--- src/rtl/mfda_seq_pkg.sv ---
// ---------------------------------------------------------------------------
// mfda_seq_pkg
// Shared definitions for the mixing-chain sequencer:
//   - state_t       : sequencer state encoding
//   - DEFAULT_CNT_W : default width of tick counters / programmed durations
//   - idx_width()   : width of the inlet index, clog2(n) with a floor of 1
// ---------------------------------------------------------------------------
package mfda_seq_pkg;

   localparam int DEFAULT_CNT_W = 16;

   typedef enum logic [2:0] {
      IDLE    = 3'd0,
      DOSE    = 3'd1,
      TRANSIT = 3'd2,
      MIX     = 3'd3,
      DRAIN   = 3'd4,
      FLUSH   = 3'd5,
      DONE    = 3'd6
   } state_t;

   // Inlet index width; a single inlet still needs a 1-bit index.
   function automatic int idx_width(input int n);
      if (n <= 1) begin
         return 1;
      end else begin
         return $clog2(n);
      end
   endfunction

endpackage

--- src/rtl/mix_chain_sequencer_phase_timer.sv ---
// ---------------------------------------------------------------------------
// phase_timer
// Loadable down-counter shared by every timed phase of the sequencer.
// A load of duration d makes the counter read d-1 on the first cycle of the
// phase; the phase is over on the cycle the counter reads zero, so a phase
// lasts exactly d cycles. A duration of 0 loads 0 rather than wrapping.
// Ports:
//   clk      in   clock
//   rst_n    in   asynchronous active-low reset
//   load     in   load (duration-1) on this edge
//   duration in   CNT_W  phase length in cycles
//   expired  out  counter currently reads zero
// ---------------------------------------------------------------------------
module phase_timer #(
   parameter int CNT_W = 16
)(
   input  logic             clk,
   input  logic             rst_n,
   input  logic             load,
   input  logic [CNT_W-1:0] duration,
   output logic             expired
);

   logic [CNT_W-1:0] cnt_r;

   // Down-counter: load on phase entry, otherwise count down and hold at zero.
   always_ff @(posedge clk or negedge rst_n) begin
      if (!rst_n) begin
         cnt_r <= {CNT_W{1'b0}};
      end else if (load) begin
         if (duration == {CNT_W{1'b0}}) begin
            cnt_r <= {CNT_W{1'b0}};
         end else begin
            cnt_r <= duration - {{(CNT_W-1){1'b0}}, 1'b1};
         end
      end else if (cnt_r != {CNT_W{1'b0}}) begin
         cnt_r <= cnt_r - {{(CNT_W-1){1'b0}}, 1'b1};
      end else begin
         cnt_r <= cnt_r;
      end
   end

   assign expired = (cnt_r == {CNT_W{1'b0}});

endmodule

--- src/rtl/mix_chain_sequencer.sv ---
// ---------------------------------------------------------------------------
// mix_chain_sequencer
// Timed dispense controller for one mixer/serpentine chain: doses each inlet
// in turn, waits its serpentine transit time, runs the mixer, then drains
// through the outlet until the outlet sensor trips.
// Optional build macro MIX_FLUSH_EN adds a FLUSH phase (outlet + flush valve
// open for FLUSH_TICKS cycles) between DRAIN and DONE, and port flush_valve_o.
// Ports:
//   clk, rst_n         clock, asynchronous active-low reset
//   start_i / ready_o  run request, accepted only while ready_o=1
//   abort_i            synchronous abort of a running sequence
//   dose_ticks_i       per-inlet dose cycles, slice i = inlet i
//   transit_ticks_i    per-inlet post-dose wait cycles
//   mix_ticks_i        mixer-enable cycles
//   out_sense_i        outlet fluid detected (already synchronised)
//   valve_o            inlet valves, one-hot or zero
//   mixer_en_o, out_valve_o, busy_o, done_o, aborted_o
//   flush_valve_o      (MIX_FLUSH_EN only) flush valve
// ---------------------------------------------------------------------------
module mix_chain_sequencer
   import mfda_seq_pkg::*;
#(
   parameter int N_INLETS    = 3,
   parameter int CNT_W       = DEFAULT_CNT_W,
   parameter int FLUSH_TICKS = 64
)(
   input  logic                      clk,
   input  logic                      rst_n,
   input  logic                      start_i,
   output logic                      ready_o,
   input  logic                      abort_i,
   input  logic [N_INLETS*CNT_W-1:0] dose_ticks_i,
   input  logic [N_INLETS*CNT_W-1:0] transit_ticks_i,
   input  logic [CNT_W-1:0]          mix_ticks_i,
   input  logic                      out_sense_i,
   output logic [N_INLETS-1:0]       valve_o,
   output logic                      mixer_en_o,
   output logic                      out_valve_o,
   output logic                      busy_o,
   output logic                      done_o,
   output logic                      aborted_o
`ifdef MIX_FLUSH_EN
   ,output logic                     flush_valve_o
`endif
);

   // The run is a linear list of positions: DOSE(0), TRANSIT(0), ...,
   // DOSE(N-1), TRANSIT(N-1), MIX, DRAIN. Zero-length positions are skipped
   // by searching forward for the next non-zero one.
   localparam int IDX_W     = idx_width(N_INLETS);
   localparam int NPOS      = 2 * N_INLETS + 2;
   localparam int MIX_POS   = 2 * N_INLETS;
   localparam int DRAIN_POS = 2 * N_INLETS + 1;
   localparam int POS_W     = $clog2(NPOS + 1);
   localparam logic [CNT_W-1:0] FLUSH_LOAD = CNT_W'(FLUSH_TICKS);

   state_t                    state_r, nxt_state_s, pos_state_s;
   logic [IDX_W-1:0]          idx_r, nxt_idx_s, pos_idx_s;
   logic [N_INLETS*CNT_W-1:0] dose_r, transit_r, src_dose_s, src_transit_s;
   logic [CNT_W-1:0]          mix_r, src_mix_s, next_dur_s, load_dur_s;
   logic [CNT_W-1:0]          pos_dur_s [NPOS];
   logic [POS_W-1:0]          cur_pos_s, search_from_s, next_pos_s;
   logic                      found_s, accept_s, aborting_s, load_s, expired_s;

   logic [N_INLETS-1:0]       valve_r;
   logic                      mixer_r, out_valve_r, busy_r, done_r, aborted_r, ready_r;

   assign accept_s = ready_r & start_i & (state_r == IDLE);

   // On the accepting cycle the durations come straight from the inputs,
   // since the latch only captures them on that same edge.
   assign src_dose_s    = accept_s ? dose_ticks_i    : dose_r;
   assign src_transit_s = accept_s ? transit_ticks_i : transit_r;
   assign src_mix_s     = accept_s ? mix_ticks_i     : mix_r;

   // Programming latch, captured once per accepted run.
   always_ff @(posedge clk or negedge rst_n) begin
      if (!rst_n) begin
         dose_r    <= {(N_INLETS*CNT_W){1'b0}};
         transit_r <= {(N_INLETS*CNT_W){1'b0}};
         mix_r     <= {CNT_W{1'b0}};
      end else if (accept_s) begin
         dose_r    <= dose_ticks_i;
         transit_r <= transit_ticks_i;
         mix_r     <= mix_ticks_i;
      end else begin
         dose_r    <= dose_r;
         transit_r <= transit_r;
         mix_r     <= mix_r;
      end
   end

   // Position of the current state in the run list.
   always_comb begin
      cur_pos_s = POS_W'(DRAIN_POS);
      case (state_r)
         DOSE:    cur_pos_s = POS_W'({idx_r, 1'b0});
         TRANSIT: cur_pos_s = POS_W'({idx_r, 1'b1});
         MIX:     cur_pos_s = POS_W'(MIX_POS);
         default: cur_pos_s = POS_W'(DRAIN_POS);
      endcase
   end

   assign search_from_s = accept_s ? {POS_W{1'b0}} : (cur_pos_s + POS_W'(1));

   // Duration of every position; DRAIN counts as non-zero so the search ends there.
   always_comb begin
      for (int p = 0; p < NPOS; p++) begin
         if (p < MIX_POS) begin
            if ((p % 2) == 0) begin
               pos_dur_s[p] = src_dose_s[(p/2)*CNT_W +: CNT_W];
            end else begin
               pos_dur_s[p] = src_transit_s[(p/2)*CNT_W +: CNT_W];
            end
         end else if (p == MIX_POS) begin
            pos_dur_s[p] = src_mix_s;
         end else begin
            pos_dur_s[p] = {{(CNT_W-1){1'b0}}, 1'b1};
         end
      end
   end

   // First non-zero position at or after search_from_s.
   always_comb begin
      found_s    = 1'b0;
      next_pos_s = POS_W'(DRAIN_POS);
      next_dur_s = {CNT_W{1'b0}};
      for (int p = 0; p < NPOS; p++) begin
         if (!found_s && (POS_W'(p) >= search_from_s) && (pos_dur_s[p] != {CNT_W{1'b0}})) begin
            found_s    = 1'b1;
            next_pos_s = POS_W'(p);
            next_dur_s = pos_dur_s[p];
         end else begin
            found_s    = found_s;
         end
      end
   end

   // Map the found position back onto state + inlet index.
   always_comb begin
      pos_state_s = DRAIN;
      pos_idx_s   = {IDX_W{1'b0}};
      if (next_pos_s < POS_W'(MIX_POS)) begin
         pos_state_s = next_pos_s[0] ? TRANSIT : DOSE;
         pos_idx_s   = IDX_W'(next_pos_s >> 1);
      end else if (next_pos_s == POS_W'(MIX_POS)) begin
         pos_state_s = MIX;
      end else begin
         pos_state_s = DRAIN;
      end
   end

   // Next-state logic; abort overrides any running state.
   always_comb begin
      nxt_state_s = state_r;
      nxt_idx_s   = idx_r;
      aborting_s  = 1'b0;
      load_s      = 1'b0;
      load_dur_s  = next_dur_s;
      if ((state_r != IDLE) && abort_i) begin
         nxt_state_s = IDLE;
         nxt_idx_s   = {IDX_W{1'b0}};
         aborting_s  = 1'b1;
      end else begin
         case (state_r)
            IDLE: begin
               if (accept_s) begin
                  nxt_state_s = pos_state_s;
                  nxt_idx_s   = pos_idx_s;
                  load_s      = 1'b1;
               end else begin
                  nxt_state_s = IDLE;
               end
            end
            DOSE, TRANSIT, MIX: begin
               if (expired_s) begin
                  nxt_state_s = pos_state_s;
                  nxt_idx_s   = pos_idx_s;
                  load_s      = 1'b1;
               end else begin
                  nxt_state_s = state_r;
               end
            end
            DRAIN: begin
               load_dur_s = FLUSH_LOAD;
               if (out_sense_i) begin
`ifdef MIX_FLUSH_EN
                  nxt_state_s = FLUSH;
                  load_s      = 1'b1;
`else
                  nxt_state_s = DONE;
`endif
               end else begin
                  nxt_state_s = DRAIN;
               end
            end
            FLUSH: begin
               if (expired_s) begin
                  nxt_state_s = DONE;
               end else begin
                  nxt_state_s = FLUSH;
               end
            end
            DONE:    nxt_state_s = IDLE;
            default: nxt_state_s = IDLE;
         endcase
      end
   end

   phase_timer #(.CNT_W(CNT_W)) u_timer (
      .clk      (clk),
      .rst_n    (rst_n),
      .load     (load_s),
      .duration (load_dur_s),
      .expired  (expired_s)
   );

   // FSM state register with outputs decoded from the next state, so every
   // output lines up with the state it belongs to.
   always_ff @(posedge clk or negedge rst_n) begin
      if (!rst_n) begin
         state_r     <= IDLE;
         idx_r       <= {IDX_W{1'b0}};
         valve_r     <= {N_INLETS{1'b0}};
         mixer_r     <= 1'b0;
         out_valve_r <= 1'b0;
         busy_r      <= 1'b0;
         done_r      <= 1'b0;
         aborted_r   <= 1'b0;
         ready_r     <= 1'b1;
      end else begin
         state_r     <= nxt_state_s;
         idx_r       <= nxt_idx_s;
         valve_r     <= (nxt_state_s == DOSE) ? (N_INLETS'(1) << nxt_idx_s) : {N_INLETS{1'b0}};
         mixer_r     <= (nxt_state_s == MIX);
         out_valve_r <= (nxt_state_s == DRAIN) || (nxt_state_s == FLUSH);
         busy_r      <= (nxt_state_s != IDLE);
         done_r      <= (nxt_state_s == DONE);
         aborted_r   <= aborting_s;
         // The abort-pulse cycle is spent in IDLE but not yet ready.
         ready_r     <= (nxt_state_s == IDLE) && !aborting_s;
      end
   end

   assign valve_o     = valve_r;
   assign mixer_en_o  = mixer_r;
   assign out_valve_o = out_valve_r;
   assign busy_o      = busy_r;
   assign done_o      = done_r;
   assign aborted_o   = aborted_r;
   assign ready_o     = ready_r;

`ifdef MIX_FLUSH_EN
   logic flush_r;

   // Flush valve follows the FLUSH state.
   always_ff @(posedge clk or negedge rst_n) begin
      if (!rst_n) begin
         flush_r <= 1'b0;
      end else begin
         flush_r <= (nxt_state_s == FLUSH);
      end
   end

   assign flush_valve_o = flush_r;
`endif

endmodule

--- config.mk ---
export PLATFORM = sky130hd
export DESIGN_NAME = mix_chain_sequencer
export DESIGN_NICKNAME = d
export VERILOG_FILES = /design/src/rtl/mfda_seq_pkg.sv /design/src/rtl/mix_chain_sequencer_phase_timer.sv /design/src/rtl/mix_chain_sequencer.sv
export SDC_FILE = /design/constraint.sdc
export NUM_CORES = 1
export LEC_CHECK = 0
export CAP_MARGIN = 20
export CORE_UTILIZATION = 55
export CTS_CLUSTER_SIZE = 40
export DETAILED_ROUTE_END_ITERATION = 8
export DONT_BUFFER_PORTS = 1
export PLACE_DENSITY = 0.78
export SLEW_MARGIN = 30
export SYNTH_ARGS = -nofsm -noshare
export SYNTH_HDL_FRONTEND = slang
export SYNTH_HIERARCHICAL = 1
export SYNTH_SLANG_ARGS = --single-unit
--- constraint.sdc ---
create_clock -name clk -period 4.7 [get_ports clk]
set_clock_uncertainty 0.15 [all_clocks]
set_input_delay 0.94 -clock clk [delete_from_list [all_inputs] [get_ports clk]]
set_output_delay 0.94 -clock clk [all_outputs]
set_load 0.05 [all_outputs]
# Word level (Yosys, flattened, before mapping)
# Index checks and enable logic that the tools add are counted.
# word_totals
regBits,142
input_bits,117
out_inout_bits,9
word_cells,133
# op_classes
bitwise_logic,2
n_reduce_logical,41
eq_ne,11
shift,1
magnitude_cmp,9
add_sub_neg,3
mux,53
# op_table
operator,n
2-to-1 mux 16 bit,14
nonzero test 16 bit,8
2-to-1 mux 48 bit,2
zero test 16 bit,2
2-to-1 mux 4 bit,8
"subtractor 16 x 1 -> 16 bit, second input constant",2
2-to-1 mux 3 bit,7
"greater-or-equal comparator 3 x 4 -> 1 bit, first input constant",4
logical AND 1 bit,16
"== test 3 bit, second input constant",5
2-to-1 mux 2 bit,7
case mux 3 bit (4 select lines),1
2-to-1 mux 1 bit,11
"== test 3 x 2 -> 1 bit, second input constant",3
case mux 3 bit (3 select lines),1
"greater-or-equal comparator 1 x 4 -> 1 bit, first input constant",2
"greater-or-equal comparator 2 x 4 -> 1 bit, first input constant",2
zero test 1 bit,8
"== test 3 x 1 -> 1 bit, second input constant",2
zero test 3 bit,2
nonzero test 3 bit,2
"adder 4 x 1 -> 4 bit, second input constant",1
"== test 4 x 3 -> 1 bit, second input constant",1
"less-than comparator 4 x 3 -> 1 bit, second input constant",1
7 further kinds,8

# Depth between registers and ports, before layout
# Gate-level depths: netlist of the first run.
# depth
ltp_word,42
mapped_depth,20
mapped_depth_nobuf,17

# Cells and area by module
# Netlist of the first run, hierarchy kept.
# modules_own_cells
module,area_per_inst_um2,instances,cells_per_inst,seq_area_each_um2
mix_chain_sequencer,5964.5,1,732,2753.9
phase_timer,1296.2,1,138,400.4

# Worst setup path before layout of the first run
# Ideal clock, no wire load.
# synth_timing
kind,flip-flop to flip-flop
start,reg state_r[2]
end,reg u_timer.cnt_r[7]
arrival_time_ns,4.274
setup_time_ns,0.084
n_path_buf,5
slack_ns,0.192
path_stages_with_launch,20
required_time_ns,4.466
period_less_slack_ns,4.508
cell_sequence,dfrtp_1 -> buf_2 -> clkbuf_1 -> or3_1 -> ha_1 -> o21bai_1 -> a221o_1 -> nand3_1 -> nand3_4 -> a2111oi_4 -> buf_2 -> nand2_1 -> a31oi_1 -> inv_1 -> ha_1 -> and2_0 -> clkbuf_1 -> a41o_1 -> buf_4 -> o22ai_1
# synth_between
elab_chain_len,39
word_cells_on_any_way,76
classes_between,add/sub (2); order compare (8); eq/ne (4); mux (27); bitwise (1); reduce/logical (34)
# synth_rtl
item,line,source
from (decl),mix_chain_sequencer.sv:57,"state_t state_r, nxt_state_s, pos_state_s;"
from (signal assigned),mix_chain_sequencer.sv:232,state_r <= nxt_state_s;
== test 3 x 2 -> 1 bit / == test 3 x 1 -> 1 bit (equally long branches),mix_chain_sequencer.sv:96,case (state_r)
case mux 3 bit (3 select lines),mix_chain_sequencer.sv:96,
adder 4 x 1 -> 4 bit,mix_chain_sequencer.sv:104,assign search_from_s = accept_s ? {POS_W{1'b0}} : (cur_pos_s + POS_W'(1));
2-to-1 mux 4 bit,mix_chain_sequencer.sv:104,
greater-or-equal comparator 1 x 4 -> 1 bit,mix_chain_sequencer.sv:129,if (!found_s && (POS_W'(p) >= search_from_s) && (pos_dur_s[p] != {CNT_W{1'b0}})) begin
logical AND 1 bit,mix_chain_sequencer.sv:129,
2-to-1 mux 1 bit,mix_chain_sequencer.sv:129,
zero test 1 bit,mix_chain_sequencer.sv:129,
(+24 left out),-,
logical AND 1 bit,mix_chain_sequencer.sv:129,
2-to-1 mux 16 bit,mix_chain_sequencer.sv:129,
2-to-1 mux 16 bit,mix_chain_sequencer.sv:165,case (state_r)
2-to-1 mux 16 bit (*),mix_chain_sequencer.sv:160,if ((state_r != IDLE) && abort_i) begin
net load_dur_s[0],mix_chain_sequencer.sv:60,"logic [CNT_W-1:0] mix_r, src_mix_s, next_dur_s, load_dur_s;"
subtractor 16 x 1 -> 16 bit / zero test 16 bit (equally long branches),"mix_chain_sequencer_phase_timer.sv:34, mix_chain_sequencer_phase_timer.sv:31",
2-to-1 mux 16 bit (*),mix_chain_sequencer_phase_timer.sv:31,if (duration == {CNT_W{1'b0}}) begin
2-to-1 mux 16 bit (*),mix_chain_sequencer_phase_timer.sv:30,end else if (load) begin
to (signal assigned),mix_chain_sequencer_phase_timer.sv:29,cnt_r <= {CNT_W{1'b0}};
to (signal assigned),mix_chain_sequencer_phase_timer.sv:32,cnt_r <= {CNT_W{1'b0}};
to (signal assigned),mix_chain_sequencer_phase_timer.sv:34,"cnt_r <= duration - {{(CNT_W-1){1'b0}}, 1'b1};"
to (decl),mix_chain_sequencer_phase_timer.sv:24,logic [CNT_W-1:0] cnt_r;
# Mark *: on every way through the listed nets, which the timed path passes. The rest lies on a longest branch.
# A chain may end at the register's enable or synchronous reset.

# Final worst setup path of the first run
# layout_timing
start,reg state_r[0]
end,reg u_timer.cnt_r[6]
# The elaborated chain is that of the path after synthesis.

==> impl_metrics.ini, run 1 <==
[yosys]
yosysSeqAreaShare_pct = 43.4
syn_area_sq_um = 7260
async_reset_ff_share_pct = 100
synth_edf_count = 0
post-synth-top-area-cell = dfrtp_1
synth_nets = 991
synth_cell_types = 88
syn_inst = 870
ys.flop_type = dfrtp_1
avgSynthCellArea_sq_um = 8.35
yosys-top-cells-area = dfrtp_1 43%, nand2_1 17%, nor4_1 4.7%
ys_ff_latch = 126
synth_top_area_share_pct = 43.1
yosysWarningCount = 6

[clock_tree]
root_buffer = clkbuf_16
clock_path_buffers = 2
htreeDepth = 4
clk_pin_slew_worst_paths_ns = 0.06
cts_sinks = 126
cts_tree = yes
clk_latency_ns = 0.43
numCtsBuffers = 17

[drt]
wirelength_mm = 21.0
post_drt_wl_per_cell_microns = 19.6
drt_pass1_iterations = 6
ant_nets = 0
drt_iter0_drc = 686
drc = 0
dr_total_vias = 6778
via_per_inst = 6.32

[pwr]
ir_drop_mv = 0.447
p_leak_nw = 3.78
totalPowerFinal_mw = 8.11
power_per_cell_area_nw_per_um2 = 976

[critical_path]
r2r-end = u_timer/cnt_r[6]
r2r-start = state_r[0]
cp_max_fo = 10
crit_path_end_kind = flop
cp-start-kind = flop
path_class = flop to flop
r2r_slack_ns = 0.15
critPathRequiredTime_ns = 4.88
r2r_cells = 16
cp_data_arrival_time_ns = 4.73
startpoint = state_r[0]

[finish]
layout-drive-gt1-share_pct = 13.8
num-nets-final = 1008
finish.instance_area_sq_um = 8310
area_growth_pct = 14.5
antenna_cells = 0

[grt]
grt_use_met1_pct = 40.2
grt_pass1_vias = 6381
grt_pass1_wl_mm = 32.2
grt-busiest-layer = met2
grtUsageTotal_pct = 31.9
overflow = 0
gr-usage-met3_pct = 7.98
use_met2_pct = 51.9
grt_antenna_before_repair = 0
grt_max_degree = 127

[placed_design]
hpwl_mm = 15.5
place_congestion = 0.948
dpl_cell_area_sq_um = 7540
port_buffers = 0

[job]
cap_violations = 0

[floorplan]
num_rows = 41
design.core.area_sq_um = 12700
dieArea_sq_um = 13700
initial_utilization_pct = 57.1
pin_count = 126
die_x_microns = 117
fp.dieH_microns = 117

[status]
outcome = finished, final reports clean

[timing]
setup_viol = 0
report.final.slew_viol_count = 0
fmax_mhz = 220
min_period_over_period_pct = 96.8
worstMarginPinSlew_ns = 0.607
fin_crit_ns = 4.55
relSlewSlack_pct = 59.5
finalHoldViolCount = 0

[min_path]
hold_class = input pin to asynchronous set/reset pin
-- synth_stat cells (all sizes together) (8+ instances only) --
| cell type | number |
|---|---|
| clkbuf | 15 |
| nand2 | 327 |
| xnor2 | 10 |
| a22oi | 13 |
| nor4 | 58 |
| inv | 11 |
| nand3 | 15 |
| nor3b | 9 |
| o22ai | 10 |
| nor2 | 34 |
| a211oi | 8 |
| nor3 | 14 |
| nand4 | 13 |
| dfrtp | 125 |
| buf | 29 |
| a21oi | 16 |
| a32o | 9 |
| xor2 | 9 |
| o21ai | 38 |
-- critical path, stage by stage, from the launching register on --
cell and delay [ns]:
dfrtp_1 0.39, xnor2_1 0.14, or3_1 0.32, ha_2 0.32, and3b_1 0.20, a31oi_2 0.23
a22o_1 0.24, o21ai_2 0.12, or2_2 0.39, a32oi_1 0.28, a211oi_1 0.10, o21ai_0 0.37
inv_1 0.09, ha_1 0.26, and2_0 0.25, a41o_2 0.40, o221ai_1 0.20
-- area by class of cell --
class / count / area (sq um)
clock buffers: 20 / 467
flip-flops and latches: 126 / 3150
inverters: 12 / 45.0
fillers: 1095 / 4410
well taps: 172 / 215
clock inverters: 12 / 134
repair buffers: 42 / 348
multi-input cells: 688 / 3950
-- state kept, by name (all words and copies together), names as in the netlist --
register	count
ready_o	1
busy_o	1
idx_r	2
done_o	1
out_valve_o	1
dose_r	32
valve_o	3
aborted_o	1
u_timer/cnt_r	16
transit_r	48
state_r	3
mix_r	16
mixer_en_o	1
-- stage by stage --
stage          util, %  setup slack [ns]  TNS (ns)  hold slack (ns)  std cells
2_1_floorplan        -             0.192         0            0.308        870
3_3_place_gp      59.2             0.200         0            0.330       1028
5_1_grt           65.3          -0.00516  -0.00516           0.0473       1072
6_report          65.3             0.152         0           0.0587       1072
3_5_place_dp      59.2            0.0873         0            0.340       1028
4_1_cts           64.0            0.0226         0           0.0503       1060
-- power by group --
| part | internal [mW] | total (mW) | switching, mW |
|---|---|---|---|
| Sequential | 1.60 | 2.02 | 0.420 |
| Combinational | 1.87 | 4.78 | 2.91 |
| Clock | 0.824 | 1.32 | 0.497 |
| Total | 4.28 | 8.11 | 3.83 |
-- what timing repair did --
| item | 4_1_cts | 5_1_grt |
|---|---|---|
| setup buffers | 0 | 12 |
| setup endpoints to repair | 0 | 16 |
| resized for setup | 0 | 18 |
| hold buffers | 0 | 0 |
-- per-layer routing --
layer	part of all wire, %	vias up	wire, microns
met5	0	-	0
met4	3.4	0	707
met3	9.1	62	1920
met2	47	377	9890
met1	40	3188	8510
li1	-	3151	-
-- kinds of logic (layout without fill, tap and decap cells) --
| logic type | Yosys count | count (layout) | share of synthesized area (%) |
|---|---|---|---|
| XOR/XNOR | 19 | 19 | 2.29 |
| AO/OA/AOI/OAI | 145 | 145 | 15.0 |
| AND/OR/NAND/NOR | 511 | 511 | 33.9 |
| multiplexers | 9 | 9 | 1.33 |
| buffers and inverters | 56 | 86 | 3.36 |
| flip-flops | 126 | 126 | 43.4 |
| adder cells (fa/ha/maj) | 4 | 4 | 0.689 |
-- worst max path at each step --
stage | depth (start not counted) | end
floorplan | 19 | u_timer/cnt_r[7]
global placement | 19 | u_timer/cnt_r[15]
detailed placement | 16 | u_timer/cnt_r[6]
CTS | 16 | u_timer/cnt_r[6]
global route | 18 | u_timer/cnt_r[15]
finish | 16 | u_timer/cnt_r[6]
-- cells in the final DEF (no fill, tap or decap), types with 4 or more instances in the layout --
| cell | instances |
|---|---|
| xnor2_1 | 10 |
| nand4_1 | 13 |
| nand2_2 | 4 |
| nor3b_1 | 8 |
| a32oi_1 | 7 |
| xor2_1 | 9 |
| or4_1 | 6 |
| o21ai_1 | 5 |
| a22oi_1 | 13 |
| clkbuf_16 | 17 |
| or3_1 | 5 |
| a32o_1 | 9 |
| a311o_1 | 6 |
| a211oi_1 | 7 |
| inv_1 | 10 |
| mux2i_1 | 7 |
| buf_4 | 38 |
| nor2b_1 | 5 |
| nand3_1 | 12 |
| nor3_1 | 9 |
| a21oi_1 | 16 |
| o21ai_0 | 30 |
| dfrtp_1 | 125 |
| o22ai_1 | 9 |
| nor4_1 | 54 |
| nand2_1 | 323 |
| nor2_1 | 30 |
| nor3_2 | 4 |
No activity file was read; power rests on OpenSTA's default activity.
==> run 2, diff against run 1 <==
- GPL_TIMING_DRIVEN: default -> 0
- PLACE_DENSITY: 0.78 -> 0.75
- RECOVER_POWER: default -> 50
- clock period: 4.7 -> 4.2 ns (I/O delays scaled with it)
==> impl_metrics.ini, run 2 (synthesis results as in run 1) <==
[critical_path]
cp_data_arrival_time_ns = 4.70
startpoint = state_r[0]
cp-start-kind = flop
r2r-start = state_r[0]
cp_max_fo = 10
path_class = flop to flop
max_stage_delay_ns = 0.50
cp_slowest_cell = or4_4
crit_path_end_kind = flop
critPathRequiredTime_ns = 4.32
crit_family = simple AND/OR/NAND/NOR gates
crit_chain = xnor2_4 > or3_4 > ha_4 > and3b_2 > a31oi_4 > a22o_1 > o22a_4 > nor4_4 > buf_4 > buf_12 > a22oi_2 > o21ai_2 > nor4_4 > buf_4 > nand2_2 > or4_4 > xor2_2 > o22ai_1
crit_buf_inv = 3

[drt]
drt_iter0_drc = 1016
drt_pass1_iterations = 6
via_per_inst = 6.72
ant_nets = 0
wirelength_mm = 27.8
drc = 0
post_drt_wl_per_cell_microns = 24.5
dr_total_vias = 7631

[finish]
final_util_pct = 73.4
num-nets-final = 1072
layout-drive-gt1-share_pct = 25.8
antenna_cells = 0
finish.instance_area_sq_um = 9340
largest_register_ffs = 48
layout_common_cells = 316 x nand2_1, 123 x dfrtp_1, 55 x buf_4, 54 x nor4_1, 27 x nor2_1
area_growth_pct = 28.6
layout_commonest_cell = nand2_1
largest_registers = transit_r x48, dose_r x32
largest_register = transit_r

[timing]
fin_ws_ns = -0.379
worstMarginPinSlew_ns = 3.20
fin_crit_ns = 4.58
relSlewSlack_pct = -113
report.final.slew_viol_count = 126
setup_tns_ns = -4.97
rsz0062_at_grt = true
worst_hold_slack_ns = 0.113
min_period_over_period_pct = 109
finalHoldViolCount = 0
fmax_mhz = 218
setup_viol = 16

[grt]
grt_max_degree = 126
grtUsageTotal_pct = 40.8
overflow = 0
grt_antenna_before_repair = 0
grt_pass1_vias = 7405
grt_pass1_wl_mm = 40.5

[clock_tree]
clk_pin_slew_worst_paths_ns = 0.05
root_buffer = clkbuf_16
cts_tree = yes
numCtsBuffers = 17
clock_path_buffers = 2
cts_sinks = 126
htreeDepth = 4
clk_latency_ns = 0.42

[min_path]
hold_class = input pin to asynchronous set/reset pin

[floorplan]
design.core.area_sq_um = 12700
dieArea_sq_um = 13700
num_rows = 41
die_x_microns = 117
fp.dieH_microns = 117
initial_utilization_pct = 57.1
pin_count = 126

[placed_design]
place_congestion = 0.957
hpwl_mm = 18.9
port_buffers = 0
dpl_cell_area_sq_um = 7570

[status]
outcome = finished, violations left
violations = capacitance limit, slew limit, setup timing

[job]
cap_violations = 1
run 2: cell types whose count changed in the layout (fill, tap and decap cells not counted), sizes merged:
cell / before / now
bufinv: 2 / 3
clkbuf: 20 / 41
inv: 13 / 11
clkinv: 7 / 4
clkinvlp: 2 / 0
buf: 42 / 90
run 2: final cells by class:
type | count | area [sq um]
clock inverter | 6 | 105
sequential | 126 | 3160
inverter | 12 | 45.0
multi-input combinational | 688 | 4470
fill | 958 | 3380
clock buffer | 25 | 505
timing repair buffer | 66 | 591
tap | 172 | 215
buffer | 40 | 253
run 2: metrics by stage:
step,worst slack (ns),instances
after floorplan,0.0139,870
after global placement,-0.927,1042
after detailed placement,-1.04,1042
after CTS,-0.199,1111
after global routing,-0.452,1135
final,-0.379,1135
run 2: path summary, 6_finish.rpt:
kind	end	slack [ns]	cells past startpoint
min in group clk	mix_r[15]	0.36	2
worst min register to register	mix_r[15]	0.36	2
worst min-delay path	ready_o	0.11	0
worst max-delay path	u_timer/cnt_r[9]	-0.38	18
worst max register to register	u_timer/cnt_r[9]	-0.38	18
max in group asynchronous	state_r[1]	0.46	1
run 2: repair_timing:
item,in CTS,in global routing
gates cloned,1,2
pin swaps,41,34
setup endpoints to repair,16,16
gates resized for setup,91,60
endpoints found under the hold margin,125,0
hold buffers,1,0
buffers inserted,41,22
run 2: metal layers:
| metal | up-vias | GRT usage [%] | part of all wire (%) |
|---|---|---|---|
| met3 | 127 | 11.8 | 10 |
| met1 | 3695 | 48.7 | 37 |
| met5 | - | 0 | 0 |
| met4 | 0 | 19.7 | 5.5 |
| li1 | 3279 | - | - |
| met2 | 530 | 67.9 | 47 |
Power of run 2 is left out: the tool's default activity adds up to more than one toggle a clock period on the data nets, which glitch-free logic cannot reach.
==> run 3, diff against run 2 <==
- ABC_AREA: default -> 1
==> impl_metrics.ini, run 3 <==
[clock_tree]
clk_latency_ns = 0.43
root_buffer = clkbuf_16
cts_tree = yes
clk_pin_slew_worst_paths_ns = 0.06
cts_sinks = 142
htreeDepth = 4
numCtsBuffers = 17
clock_path_buffers = 2

[placed_design]
port_buffers = 0
place_worst_setup_slack_ns = -0.713
dpl_cell_area_sq_um = 8430
hpwl_mm = 17.6
place_congestion = 0.933

[yosys]
yosysWarningCount = 6
synth.most_common_cell = nand2_1
async_reset_ff_share_pct = 100
yosysSeqAreaShare_pct = 43.3
synth_nets = 1289
synth_edf_count = 0
avgSynthCellArea_sq_um = 7.02
synth_top_area_share_pct = 43.0
syn_area_sq_um = 8200
ys_ff_latch = 142
syn_inst = 1168
ys.flop_type = dfrtp_1
post-synth-top-area-cell = dfrtp_1
synth_cell_types = 48
synth_common_cells = 437 x nand2_1, 141 x dfrtp_1, 119 x nor2_1
yosys-top-cells-area = dfrtp_1 43%, nand2_1 20%, nor2_1 5.4%

[drt]
drc = 0
dr_total_vias = 8477
wirelength_mm = 27.1
ant_nets = 0
drt_pass1_iterations = 5
post_drt_wl_per_cell_microns = 18.8
drt_iter0_drc = 945
via_per_inst = 5.88

[finish]
layout_commonest_cell = nand2_1
layout-drive-gt1-share_pct = 25.1
largest_registers = dose_r x48, transit_r x48
multi_input_area_sq_um = 4570
finish.instance_area_sq_um = 10300
final_util_pct = 70.6
antenna_cells = 0
num-nets-final = 1365
fillers = 1106
area_growth_pct = 25.1
seq_area_sq_um = 3560
layout_common_cells = 411 x nand2_1, 141 x dfrtp_1, 112 x inv_1, 93 x nor2_1, 55 x buf_4

[timing]
min_period_over_period_pct = 106
worstMarginPinSlew_ns = 0.605
worst_hold_slack_ns = -0.0434
fin_crit_ns = 4.44
setup_viol = 16
fmax_mhz = 225
finalHoldViolCount = 94
report.final.slew_viol_count = 0
rsz0062_at_grt = true
fin_ws_ns = -0.244
relSlewSlack_pct = 59.1

[grt]
overflow = 0
grt_pass1_wl_mm = 36.8
grt_use_met1_pct = 45.3
grt-busiest-layer = met2
gr-usage-met3_pct = 8.75
grtUsageTotal_pct = 32.5
grt_max_degree = 143
use_met2_pct = 47.4
grt_antenna_before_repair = 0
grt_pass1_vias = 7164

[critical_path]
r2r_slack_ns = -0.24
r2r-end = u_timer/cnt_r[2]
cp_slowest_cell = dfstp_4
critPathRequiredTime_ns = 4.41
r2r_cells = 28
cp_data_arrival_time_ns = 4.65
path_class = flop to flop
max_stage_delay_ns = 0.73
cp_max_fo = 10
crit_path_end_kind = flop
r2r-start = ready_o
cp-start-kind = flop

[floorplan]
initial_utilization_pct = 56.4
fp.dieH_microns = 124
die_x_microns = 124
dieArea_sq_um = 15400
design.core.area_sq_um = 14500
num_rows = 44
pin_count = 126

[status]
outcome = finished, violations left
violations = hold timing, setup timing

[min_path]
hold_class = input pin to asynchronous set/reset pin

[job]
cap_violations = 0
[run 3: layout make-up]
class / count / share of cell area [%]
Multi-Input combinational cell: 862 / 44.5
Timing Repair Buffer: 57 / 4.90
Tap cell: 184 / 2.24
Buffer: 40 / 3.31
Clock inverter: 12 / 1.09
Inverter: 124 / 4.78
Clock buffer: 20 / 4.45
Sequential cell: 142 / 34.7
[run 3: cell families (layout without fill, tap and decap cells)]
| family | after synthesis | count (layout) | share of synthesized area, % |
|---|---|---|---|
| AND/OR/NAND/NOR | 718 | 719 | 38.0 |
| buffers and inverters | 165 | 253 | 8.54 |
| flip-flops | 142 | 142 | 43.3 |
| AO/OA/AOI/OAI | 132 | 132 | 8.73 |
| XOR/XNOR | 7 | 7 | 0.748 |
| adder cells (fa/ha/maj) | 4 | 4 | 0.610 |
[run 3: worst max-delay path: cells and delay by family (launching register included)]
kind,cells,cell delay (ns)
AND/OR/NAND/NOR,16,1.83
AO/OA/AOI/OAI,4,0.60
buffers and inverters,8,1.02
flip-flops,1,0.73
[run 3: timing repair]
item | in CTS | in global routing
cloned | 2 | 3
gates resized for setup | 77 | 160
pin swaps | 8 | 43
endpoints found under the setup margin | 16 | 16
hold endpoints to repair | 141 | 141
setup buffers | 10 | 43
[run 3: worst max path at each step]
stage                       start          endpoint  slack, ns  depth (start not counted)
final                     ready_o  u_timer/cnt_r[2]      -0.24                         28
after global routing      ready_o  u_timer/cnt_r[2]      -0.34                         26
after CTS                 ready_o  u_timer/cnt_r[2]      -0.05                         27
after detailed placement  start_i  u_timer/cnt_r[2]      -0.71                         28
after global placement    start_i  u_timer/cnt_r[1]      -0.64                         27
after floorplan           start_i  u_timer/cnt_r[6]       0.29                         29
[run 3: per-layer routing]
layer  share of wire, %  vias up
met5                  0        -
met4                5.9        0
met3                 11      139
met2                 44      584
met1                 39     3915
li1                   -     3839
[run 3: metrics by stage]
stage                     std cells  TNS, ns
after global routing           1441    -4.75
after CTS                      1396   -0.144
after floorplan                1168        0
after global placement         1352    -9.47
after detailed placement       1352   -10.39
final                          1441    -3.24
Power of run 3 is left out for the same reason.
